**config.mk**
```make
export PLATFORM = sky130hd
export DESIGN_NAME = cl_seq_unit
export DESIGN_NICKNAME = d
export VERILOG_FILES = /design/src/rtl/cl_seq_unit.sv
export SDC_FILE = /design/constraint.sdc
export NUM_CORES = 1
export LEC_CHECK = 0
export CAP_MARGIN = 20
export CORE_UTILIZATION = 35
export CTS_CLUSTER_DIAMETER = 50
export DETAILED_ROUTE_END_ITERATION = 8
export PLACE_DENSITY_LB_ADDON = 0.25
export SLEW_MARGIN = 20
export SYNTH_ARGS = -nofsm -noshare
export SYNTH_HDL_FRONTEND = slang
export SYNTH_SLANG_ARGS = --single-unit
```
**constraint.sdc**
```tcl
create_clock -name clk -period 4.1 [get_ports clk]
set_input_delay 0.41 -clock clk [delete_from_list [all_inputs] [get_ports clk]]
set_output_delay 0.41 -clock clk [all_outputs]
set_load 0.1 [all_outputs]
```
**src/rtl/cl_seq_unit.sv**
```systemverilog
// cl_seq_unit: registered WIDTH-bit logic/arithmetic cell with multi-cycle shifts.
// Ports:
//   clk, reset_n      - rising-edge clock, asynchronous active-low reset
//   start             - request, sampled only while idle
//   s[2:0]            - op: AND, OR, XOR, NOT, ADD, SUB, SHL, SHR
//   acc               - 1: operand A is the current out register instead of a
//   a, b[WIDTH-1:0]   - operands; for shifts b[SW-1:0] is the shift amount
//   out[WIDTH-1:0]    - registered result, held until the next completion
//   zero, carry       - registered flags, updated together with out
//   busy              - high while a multi-cycle shift is in progress
//   done              - one-cycle pulse when out/zero/carry update
module cl_seq_unit #(
  parameter int unsigned WIDTH = 8
) (
  input  logic             clk,
  input  logic             reset_n,
  input  logic             start,
  input  logic [2:0]       s,
  input  logic             acc,
  input  logic [WIDTH-1:0] a,
  input  logic [WIDTH-1:0] b,
  output logic [WIDTH-1:0] out,
  output logic             zero,
  output logic             carry,
  output logic             busy,
  output logic             done
);

  localparam int unsigned SW = $clog2(WIDTH);

  typedef enum logic {
    ST_IDLE  = 1'b0,
    ST_SHIFT = 1'b1
  } state_t;

  state_t           r_state, w_state_nxt;
  logic [WIDTH-1:0] r_out, w_out_nxt;
  logic             r_zero, w_zero_nxt;
  logic             r_carry, w_carry_nxt;
  logic             r_busy, w_busy_nxt;
  logic             r_done, w_done_nxt;
  logic [WIDTH-1:0] r_work, w_work_nxt;
  logic [SW-1:0]    r_cnt, w_cnt_nxt;
  logic             r_dir, w_dir_nxt;   // 0: SHL, 1: SHR

  logic [WIDTH-1:0] w_opa;
  logic [SW-1:0]    w_k;
  logic             w_is_shift;
  logic [WIDTH:0]   w_sum;
  logic [WIDTH:0]   w_diff;
  logic [WIDTH-1:0] w_res;
  logic             w_res_carry;
  logic [WIDTH-1:0] w_work_step;
  logic             w_step_bit;

  assign w_opa      = acc ? r_out : a;
  assign w_k        = b[SW-1:0];
  assign w_is_shift = (s[2:1] == 2'b11);
  assign w_sum      = {1'b0, w_opa} + {1'b0, b};
  // MSB of the extended difference is the unsigned borrow
  assign w_diff     = {1'b0, w_opa} - {1'b0, b};

  // Single-cycle result; shifts only reach here with k == 0
  always_comb begin
    w_res       = '0;
    w_res_carry = 1'b0;
    case (s)
      3'b000:  w_res = w_opa & b;
      3'b001:  w_res = w_opa | b;
      3'b010:  w_res = w_opa ^ b;
      3'b011:  w_res = ~w_opa;
      3'b100:  begin w_res = w_sum[WIDTH-1:0];  w_res_carry = w_sum[WIDTH];  end
      3'b101:  begin w_res = w_diff[WIDTH-1:0]; w_res_carry = w_diff[WIDTH]; end
      default: w_res = w_opa;
    endcase
  end

  // One-bit shift step of the work register
  always_comb begin
    if (r_dir) begin
      w_work_step = {1'b0, r_work[WIDTH-1:1]};
      w_step_bit  = r_work[0];
    end else begin
      w_work_step = {r_work[WIDTH-2:0], 1'b0};
      w_step_bit  = r_work[WIDTH-1];
    end
  end

  // State and registered outputs
  always_ff @(posedge clk or negedge reset_n) begin
    if (!reset_n) begin
      r_state <= ST_IDLE;
      r_out   <= '0;
      r_zero  <= 1'b1;
      r_carry <= 1'b0;
      r_busy  <= 1'b0;
      r_done  <= 1'b0;
      r_work  <= '0;
      r_cnt   <= '0;
      r_dir   <= 1'b0;
    end else begin
      r_state <= w_state_nxt;
      r_out   <= w_out_nxt;
      r_zero  <= w_zero_nxt;
      r_carry <= w_carry_nxt;
      r_busy  <= w_busy_nxt;
      r_done  <= w_done_nxt;
      r_work  <= w_work_nxt;
      r_cnt   <= w_cnt_nxt;
      r_dir   <= w_dir_nxt;
    end
  end

  // Next-state and next-output logic
  always_comb begin
    w_state_nxt = r_state;
    w_out_nxt   = r_out;
    w_zero_nxt  = r_zero;
    w_carry_nxt = r_carry;
    w_busy_nxt  = r_busy;
    w_done_nxt  = 1'b0;
    w_work_nxt  = r_work;
    w_cnt_nxt   = r_cnt;
    w_dir_nxt   = r_dir;
    case (r_state)
      ST_IDLE: begin
        if (start) begin
          if (w_is_shift && (w_k != '0)) begin
            w_work_nxt  = w_opa;
            w_cnt_nxt   = w_k;
            w_dir_nxt   = s[0];
            w_busy_nxt  = 1'b1;
            w_state_nxt = ST_SHIFT;
          end else begin
            w_out_nxt   = w_res;
            w_zero_nxt  = (w_res == '0);
            w_carry_nxt = w_res_carry;
            w_done_nxt  = 1'b1;
          end
        end
      end
      ST_SHIFT: begin
        w_work_nxt = w_work_step;
        w_cnt_nxt  = r_cnt - SW'(1);
        if (r_cnt == SW'(1)) begin
          w_out_nxt   = w_work_step;
          w_zero_nxt  = (w_work_step == '0);
          w_carry_nxt = w_step_bit;
          w_done_nxt  = 1'b1;
          w_busy_nxt  = 1'b0;
          w_state_nxt = ST_IDLE;
        end
      end
      default: w_state_nxt = ST_IDLE;
    endcase
  end

  assign out   = r_out;
  assign zero  = r_zero;
  assign carry = r_carry;
  assign busy  = r_busy;
  assign done  = r_done;

endmodule

```
# Yosys cells after proc, flatten, opt, wreduce, memory -nomap -nowiden
# Index checks and enable logic that the tools add are counted.
# classes
addsub	3
eq_ne	11
muxes	35
bitwise	5
reduce_logical	9
# op_table
cell	n
$mux W8	7
$pmux W8 S6	1
$pmux W8 S2	2
$logic_not A8 Y1	2
$mux W1	16
$pmux W1 S2	6
$add A8 B8 Y9	1
$reduce_and A3 Y1	3
$sub A8 B8 Y9	1
$and A8 B8 Y8	1
$not A8 Y8	1
$or A8 B8 Y8	1
$xor A8 B8 Y8	1
$eq A3 B1 Y1 const B	2
$eq A3 B2 Y1 const B	2
$eq A3 B3 Y1 const B	2
$mux W3	2
$ne A2 B2 Y1 const B	3
$pmux W3 S2	1
$logic_not A3 Y1	1
$reduce_bool A3 Y1	1
$sub A3 B1 Y3 const B	1
$eq A2 B2 Y1 const B	1
$ne A2 B1 Y1 const B	1
3 further kinds	3
# word_totals
reg_bits	25
input_bits	23
out_inout_bits	12
elab_cells	72

# Depth between registers and ports, before layout
# Gate-level depths: netlist of run 1.
# depth
word_depth	7
depth_mapped	12
depth_no_buf	11

# Least setup slack after synthesis of run 1
# No wires, ideal clock.
# synth_timing
path_kind	flip-flop to flip-flop
start	register r_out[3] (netlist: out[3])
end	register r_zero (netlist: zero)
setup_time_ns	0.097
arrival_ns	3.130
required_ns	4.003
slack_ns	0.872
stages_incl_launch_ff	10
path_buffers	0
synth_period_minus_slack_ns	3.228
path_cell_list	dfrtp_1 > mux2i_1 > ha_1 > and3_4 > a2111oi_4 > mux2_2 > a221oi_1 > a31o_1 > a2111o_1 > o41ai_2
# synth_between
elab_chain_cells	7
word_cells_on_any_way	12
cone_classes	2 x add/sub; 5 x mux; 4 x bitwise; 1 x reduce/logical
# synth_lines
element	line_no	source
start: declaration	37	logic [WIDTH-1:0] r_out, w_out_nxt;
start signal: assignment	103	r_out <= w_out_nxt;
$mux W8 *	56	assign w_opa = acc ? r_out : a;
$sub A8 B8 Y9, or another cell as far along	61	assign w_diff = {1'b0, w_opa} - {1'b0, b};
$pmux W8 S6 *	67	case (s)
$logic_not A8 Y1 *	136	w_zero_nxt = (w_res == '0);
$mux W1 *	128	if (w_is_shift && (w_k != '0)) begin
$mux W1 *	127	if (start) begin
$pmux W1 S2 *	125	case (r_state)
end signal: assignment	104	r_zero <= w_zero_nxt;
end: declaration	38	logic r_zero, w_zero_nxt;
# Mark *: on every way between the ends. The rest lies on a longest branch, timed or not. The select of a mux whose other input is x is not followed.
# A chain may end at the register's enable or synchronous reset.

# Final worst setup path of run 1
# layout_timing
start	input port acc
end	register r_zero (netlist: zero)
# layout_between
elab_chain_cells	7
word_cells_on_any_way	12
cone_classes	2 x add/sub; 5 x mux; 4 x bitwise; 1 x reduce/logical
# layout_lines
element	line_no	source
start: declaration	19	input logic acc,
$mux W8 *	56	
$sub A8 B8 Y9, or another cell as far along	61	
$pmux W8 S6 *	67	
$logic_not A8 Y1 *	136	
$mux W1 *	128	
$mux W1 *	127	
$pmux W1 S2 *	125	
# Marks and branches as above.

==> metrics.md, run 1 <==
| Metric | Value |
|---|---|
| Status | completed |
| Commonest non-fill, non-tap cell in the layout | clkdlybuf4s50_1 |
| Via Count | 2501 |
| GPL Wtd Cong | 0.865 |
| Slowest-stage cell, CP | clkdlybuf4s50_1 |
| Post-synthesis sequential area ratio | 22.4% |
| Worst IR Drop VDD | 0.356 mV |
| Synth area leaders | dfrtp_1 (21%), ha_1 (13%), mux2i_1 (6.8%), a21oi_1 (5.0%), nand2_1 (4.3%) |
| R2R depth | 11 |
| Setup_tns | 0 ns |
| Placed cell area | 0.00325 mm² |
| Chip height | 91.4 µm |
| IO Count | 35 |
| Fin area | 0.00330 mm² |
| Share of layout cells above drive strength 1 | 9.64% |
| Critical path's largest stage delay | 0.70 ns |
| Yosys warns | 0 |
| Total congestion overflow | 0 |
| CTS sink cnt | 25 |
| Worst EP required | 4.29 ns |
| Area leader, netlist | dfrtp_1 |
| Hold_buf cts | 0 |
| Synth Instances | 334 |
| Post-CTS setup buffers | 0 |
| Register bit total from synthesis | 25 |
| Fmax | 279 MHz |
| Initial DRT Pass Iterations | 4 |
| Worst Setup Slack post-DPL | 0.260 ns |
| Largest net degree at the start of global routing | 40 |
| Initial antenna violation count | 0 |
| Post-Route WL | 7390 µm |
| Crit end category | register |
| First-pass GRT wire length | 12300 µm |
| RR Endpoint | zero |
| Syn_area_per_cell | 8.38 µm² |
| Slack of the critical path | 0.517 ns |
| Final Max Slew Viols | 0 |
| Via density | 5.38 |
| Post-DP HPWL | 5700 µm |
| Combined buffer and inverter count along the critical path | 2 |
| Buffers added on ports | 34 |
| Dominant synthesized flop cell | dfrtp_1 |
| Final Hold Vio Count | 0 |
| Clk root buf | clkbuf_8 |
| Worst clock skew | 0.00339 ns |
| TritonCTS clock tree | done |
| Setup crit start kind | input port |
| Worst rel slew slack | 35.0% |
| Hold Slack | 0.497 ns |
| Synthesized area | 0.00280 mm² |
| Full die area | 0.00836 mm² |
| Top cell type's share of synthesized area | 21.4% |
| Number of flops mapped to enable cells by yosys | 0 |
| Tot Pwr | 2130 µW |
| Worst slew pin tran | 0.972 ns |
| Setup violations, final | 0 |
| Htree depth | 1 |
| Levels on crit path | 12 |
| Power per Cell Area | 646 mW/mm² |
| Initial Util | 36.2% |
| Tmin final | 3.58 ns |
| Row count | 32 |
| Async S/R FF share, synth | 100% |
| R2r startpoint | out[0] |
| Crit path cell chain | clkdlybuf4s50_1 > mux2i_2 > inv_1 > ha_1 > fa_1 > nand3_1 > a21oi_1 > a211oi_1 > mux2i_1 > xnor2_1 > a2111o_1 > o41ai_2 |
| Cts repair resizes | 0 |
| Post-route ant nets | 0 |
| Final Cycle Share | 87.4% |
| Vias in the first global route | 2404 |
| Critical Path Fanout Max | 6 |
| Maxcap violations | 0 |
| Most frequent cells in the layout | clkdlybuf4s50_1 (34), nand2_1 (32), a21oi_1 (28), nor2_1 (28), ha_1 (28) |
| DRC viols | 0 |
| Lkg Pwr | 0.00149 µW |
| Synth cell types | 62 |
| Wire per inst | 15.9 µm |
| Clock buffer depth | 2 |
| Delay-heaviest family, CP | compound AO/OA/AOI/OAI gates |
| Net total in the final layout | 417 |
| Number of DRC markers in iteration 0 | 124 |
| Fillers | 781 |
| Net Count, Synth | 387 |
| Worst Hold Class | input port to asynchronous set/reset pin |
| Core Box Area | 0.00773 mm² |
| Synth-to-layout area growth | 17.8% |
| Later-pin clock latency in the skew report | 0.28 ns |
| Total track usage | 18.3% |
| Critical path class | input port to register |
| RSZ-0062 raised after global routing | false |
| Die width | 91.4 µm |
| Crit path DAT | 3.77 ns |
| Ant. Diodes | 0 |
| Reg2reg setup slack | 1.04 ns |
| Inserted Clock Buffers | 3 |
| Clock Pin Slew Worst Setup and Hold Paths | 0.09 ns |
## cell families (layout without fill, tap and decap cells)
kind of cell	Yosys count	in the layout	synth area share (%)
fa+ha+maj	30	30	13.9
compound gates	101	101	24.9
simple gates	92	92	15.5
mux	32	32	14.1
buf+inv	48	77	7.33
flops	25	25	22.4
xor+xnor	6	6	1.88
## registers in the layout (all words and copies together), names as in the netlist
register / flops
busy: 1
carry: 1
done: 1
out: 8
r_cnt: 3
r_dir: 1
r_state: 1
r_work: 8
zero: 1
## worst register-to-register path, cell delays in order, from the launching register on
cell      delay [ns]
dfrtp_1         0.42
mux2i_2         0.35
inv_1           0.08
ha_1            0.24
fa_1            0.43
nand3_1         0.14
a21oi_1         0.09
a211oi_1        0.31
mux2i_1         0.14
xnor2_1         0.16
a2111o_1        0.43
o41ai_2         0.20
## per-layer routing
layer	global-route usage [%]	vias to the layer above	wire, µm
met5	0	-	0
met4	3.84	0	131
met3	2.51	12	201
met2	29.3	56	3280
met1	25.9	1178	3770
li1	-	1255	-
## power by group
| group | switching (µW) | leakage [µW] | internal [µW] | total [µW] |
|---|---|---|---|---|
| clock | 84.4 | 0.0000228 | 69.8 | 154 |
| combinational | 962 | 0.00116 | 529 | 1490 |
| sequential | 122 | 0.000309 | 363 | 485 |
| total | 1170 | 0.00149 | 962 | 2130 |
## Yosys cell counts (all sizes together), types with 4 or more instances
| master | number |
|---|---|
| a211oi | 8 |
| a21oi | 28 |
| a31oi | 4 |
| and3 | 5 |
| buf | 11 |
| clkbuf | 10 |
| dfrtp | 24 |
| ha | 28 |
| inv | 27 |
| mux2 | 7 |
| mux2i | 23 |
| nand2 | 32 |
| nand2b | 8 |
| nor2 | 28 |
| nor3 | 4 |
| o211ai | 5 |
| o21ai | 20 |
| o31ai | 5 |
## how the worst max path moves through the flow
stage               slack [ns]  endpoint  startpoint
floorplan                 0.87      zero      out[3]
global placement          0.36      zero         acc
detailed placement        0.26      zero         acc
CTS                       0.53      zero         acc
global route              0.29      zero         acc
finish                    0.52      zero         acc
## per-stage QoR
| step | instances | utilization (%) |
|---|---|---|
| 4_1_cts | 465 | 42.7 |
| 2_1_floorplan | 334 | - |
| 3_5_place_dp | 461 | 42.1 |
| 3_3_place_gp | 461 | 42.1 |
| 6_report | 465 | 42.7 |
| 5_1_grt | 465 | 42.7 |
## cell type report
type / instances / area (µm²) / share of cell area (%)
timing repair buffer: 46 / 430 / 13.0
multi-input combinational: 261 / 1970 / 59.7
sequential: 25 / 627 / 19.0
tap: 102 / 128 / 3.87
inverter: 27 / 101 / 3.07
clock buffer: 4 / 45.0 / 1.37
Power figures use the tool's default switching activity.
==> inputs of run 2 (changes only) <==
--- a/config.mk
+++ b/config.mk
@@ -6,6 +6,8 @@
 export NUM_CORES = 1
 export LEC_CHECK = 0
 export CAP_MARGIN = 20
+export CELL_PAD_IN_SITES_DETAIL_PLACEMENT = 0
+export CELL_PAD_IN_SITES_GLOBAL_PLACEMENT = 1
 export CORE_UTILIZATION = 35
 export CTS_CLUSTER_DIAMETER = 50
 export DETAILED_ROUTE_END_ITERATION = 8
==> metrics.md, run 2 (synthesis gave the netlist of run 1 again) <==
| Metric | Value |
|---|---|
| Status | completed |
| Post-Route WL | 7400 µm |
| Tmin final | 3.51 ns |
| Met2 WL | 3310 µm |
| Commonest non-fill, non-tap cell in the layout | clkdlybuf4s50_1 |
| Most frequent cells in the layout | clkdlybuf4s50_1 (34), nand2_1 (32), a21oi_1 (28), nor2_1 (28), ha_1 (28) |
| Met3 WL | 294 µm |
| Lkg Pwr | 0.00150 µW |
| Hold_buf cts | 0 |
| Total track usage | 18.5% |
| Net total in the final layout | 418 |
| Setup violations, final | 0 |
| CTS sink cnt | 25 |
| Number of DRC markers in iteration 0 | 143 |
| Clock buffer depth | 2 |
| Final Cycle Share | 85.7% |
| Share of layout cells above drive strength 1 | 10.2% |
| Tot Pwr | 2130 µW |
| Fmax | 285 MHz |
| Register share of total power | 23.9% |
| DRC viols | 0 |
| Switching Fraction | 54.7% |
| Synth-to-layout area growth | 18.1% |
| Cell-internal power | 963 µW |
| Largest net degree at the start of global routing | 32 |
| Final Max Slew Viols | 0 |
| Highest Signal Layer | met4 |
| Clock Pin Slew Worst Setup and Hold Paths | 0.09 ns |
| Die width | 91.4 µm |
| Worst IR Drop VDD | 0.358 mV |
| Critical path's largest stage delay | 0.46 ns |
| Setup_tns | 0 ns |
| IO Count | 35 |
| Maxcap violations | 0 |
| Ant. Diodes | 0 |
| Final Hold Vio Count | 0 |
| First-pass GRT wire length | 12400 µm |
| Buffers added on ports | 34 |
| Crit path DAT | 3.69 ns |
| Slowest-stage cell, CP | clkdlybuf4s50_1 |
| Wire per inst | 15.9 µm |
| Inserted Clock Buffers | 3 |
| Critical Path Fanout Max | 8 |
| Worst rel slew slack | 34.5% |
| Post-route ant nets | 0 |
| Clk root buf | clkbuf_8 |
| Fillers | 795 |
| Net Switching | 1160 µW |
| Initial DRT Pass Iterations | 4 |
| Critical path class | input port to register |
| Cts repair resizes | 0 |
| Via density | 5.29 |
| Row count | 32 |
| Combinational power share | 69.1% |
| Delay-heaviest family, CP | compound AO/OA/AOI/OAI gates |
| Chip height | 91.4 µm |
| Crit end category | register |
| Post-Route M1 WL | 3680 µm |
| Clock power share | 7.0% |
| Initial Util | 36.2% |
| Via Count | 2464 |
| Core Box Area | 0.00773 mm² |
| Total congestion overflow | 0 |
| Post-DP HPWL | 5760 µm |
| Post-CTS setup buffers | 0 |
| TritonCTS clock tree | done |
| Power per Cell Area | 643 mW/mm² |
| Worst clock skew | 0.00890 ns |
| Worst slew pin tran | 0.980 ns |
| Combined buffer and inverter count along the critical path | 3 |
| RSZ-0062 raised after global routing | false |
| Htree depth | 1 |
| Full die area | 0.00836 mm² |
| Vias in the first global route | 2477 |
| Later-pin clock latency in the skew report | 0.27 ns |
| GPL Wtd Cong | 0.868 |
| Worst EP required | 4.27 ns |
| Initial antenna violation count | 0 |
| Worst Hold Class | input port to asynchronous set/reset pin |
| Setup crit start kind | input port |
| Crit path cell chain | clkdlybuf4s50_1 > buf_4 > mux2i_2 > inv_1 > ha_1 > fa_1 > nand3_1 > a21oi_1 > a211oi_1 > mux2i_1 > xnor2_1 > a2111o_1 > o41ai_2 |
run 2: cell type report:
type	instances	area (µm²)	area share, %
multi-input combinational	261	1970	59.5
tap	102	128	3.86
timing repair buffer	47	438	13.2
inverter	27	101	3.06
clock inverter	1	5.00	0.151
clock buffer	3	41.3	1.25
sequential	25	627	18.9
run 2: metal layers:
layer | vias to the layer above | GRT usage, %
met5 | - | 0
met3 | 7 | 2.43
met2 | 65 | 29.3
met4 | 0 | 3.84
li1 | 1257 | -
met1 | 1135 | 26.6
run 2: final timing paths:
check	from	to	slack, ns	depth (start not counted)
min reg2reg	r_cnt[0]	r_cnt[0]	0.53	1
max	acc	zero	0.59	13
min in group clk	r_cnt[0]	r_cnt[0]	0.53	1
min	reset_n	r_cnt[0]	0.49	1
max in group asynchronous	reset_n	r_work[4]	2.99	2
max reg2reg	out[0]	zero	1.07	11
run 2: metrics by stage:
step           hold slack, ns  worst slack (ns)  area [µm²]  util [%]  instances
4_1_cts                 0.508             0.600        3310      42.8        466
2_1_floorplan           0.114             0.872        2800         -        334
6_report                0.485             0.587        3310      42.8        466
3_5_place_dp            0.499             0.340        3260      42.2        462
5_1_grt                 0.512             0.345        3310      42.8        466
3_3_place_gp            0.498             0.450        3260      42.2        462
run 2: power by group through the flow:
stage	registers [µW]	logic (µW)	clock network [µW]
floorplan	850	768	0
global placement	512	1470	0
detailed placement	511	1470	0
CTS	508	1480	157
global route	528	1610	166
finish	507	1470	149
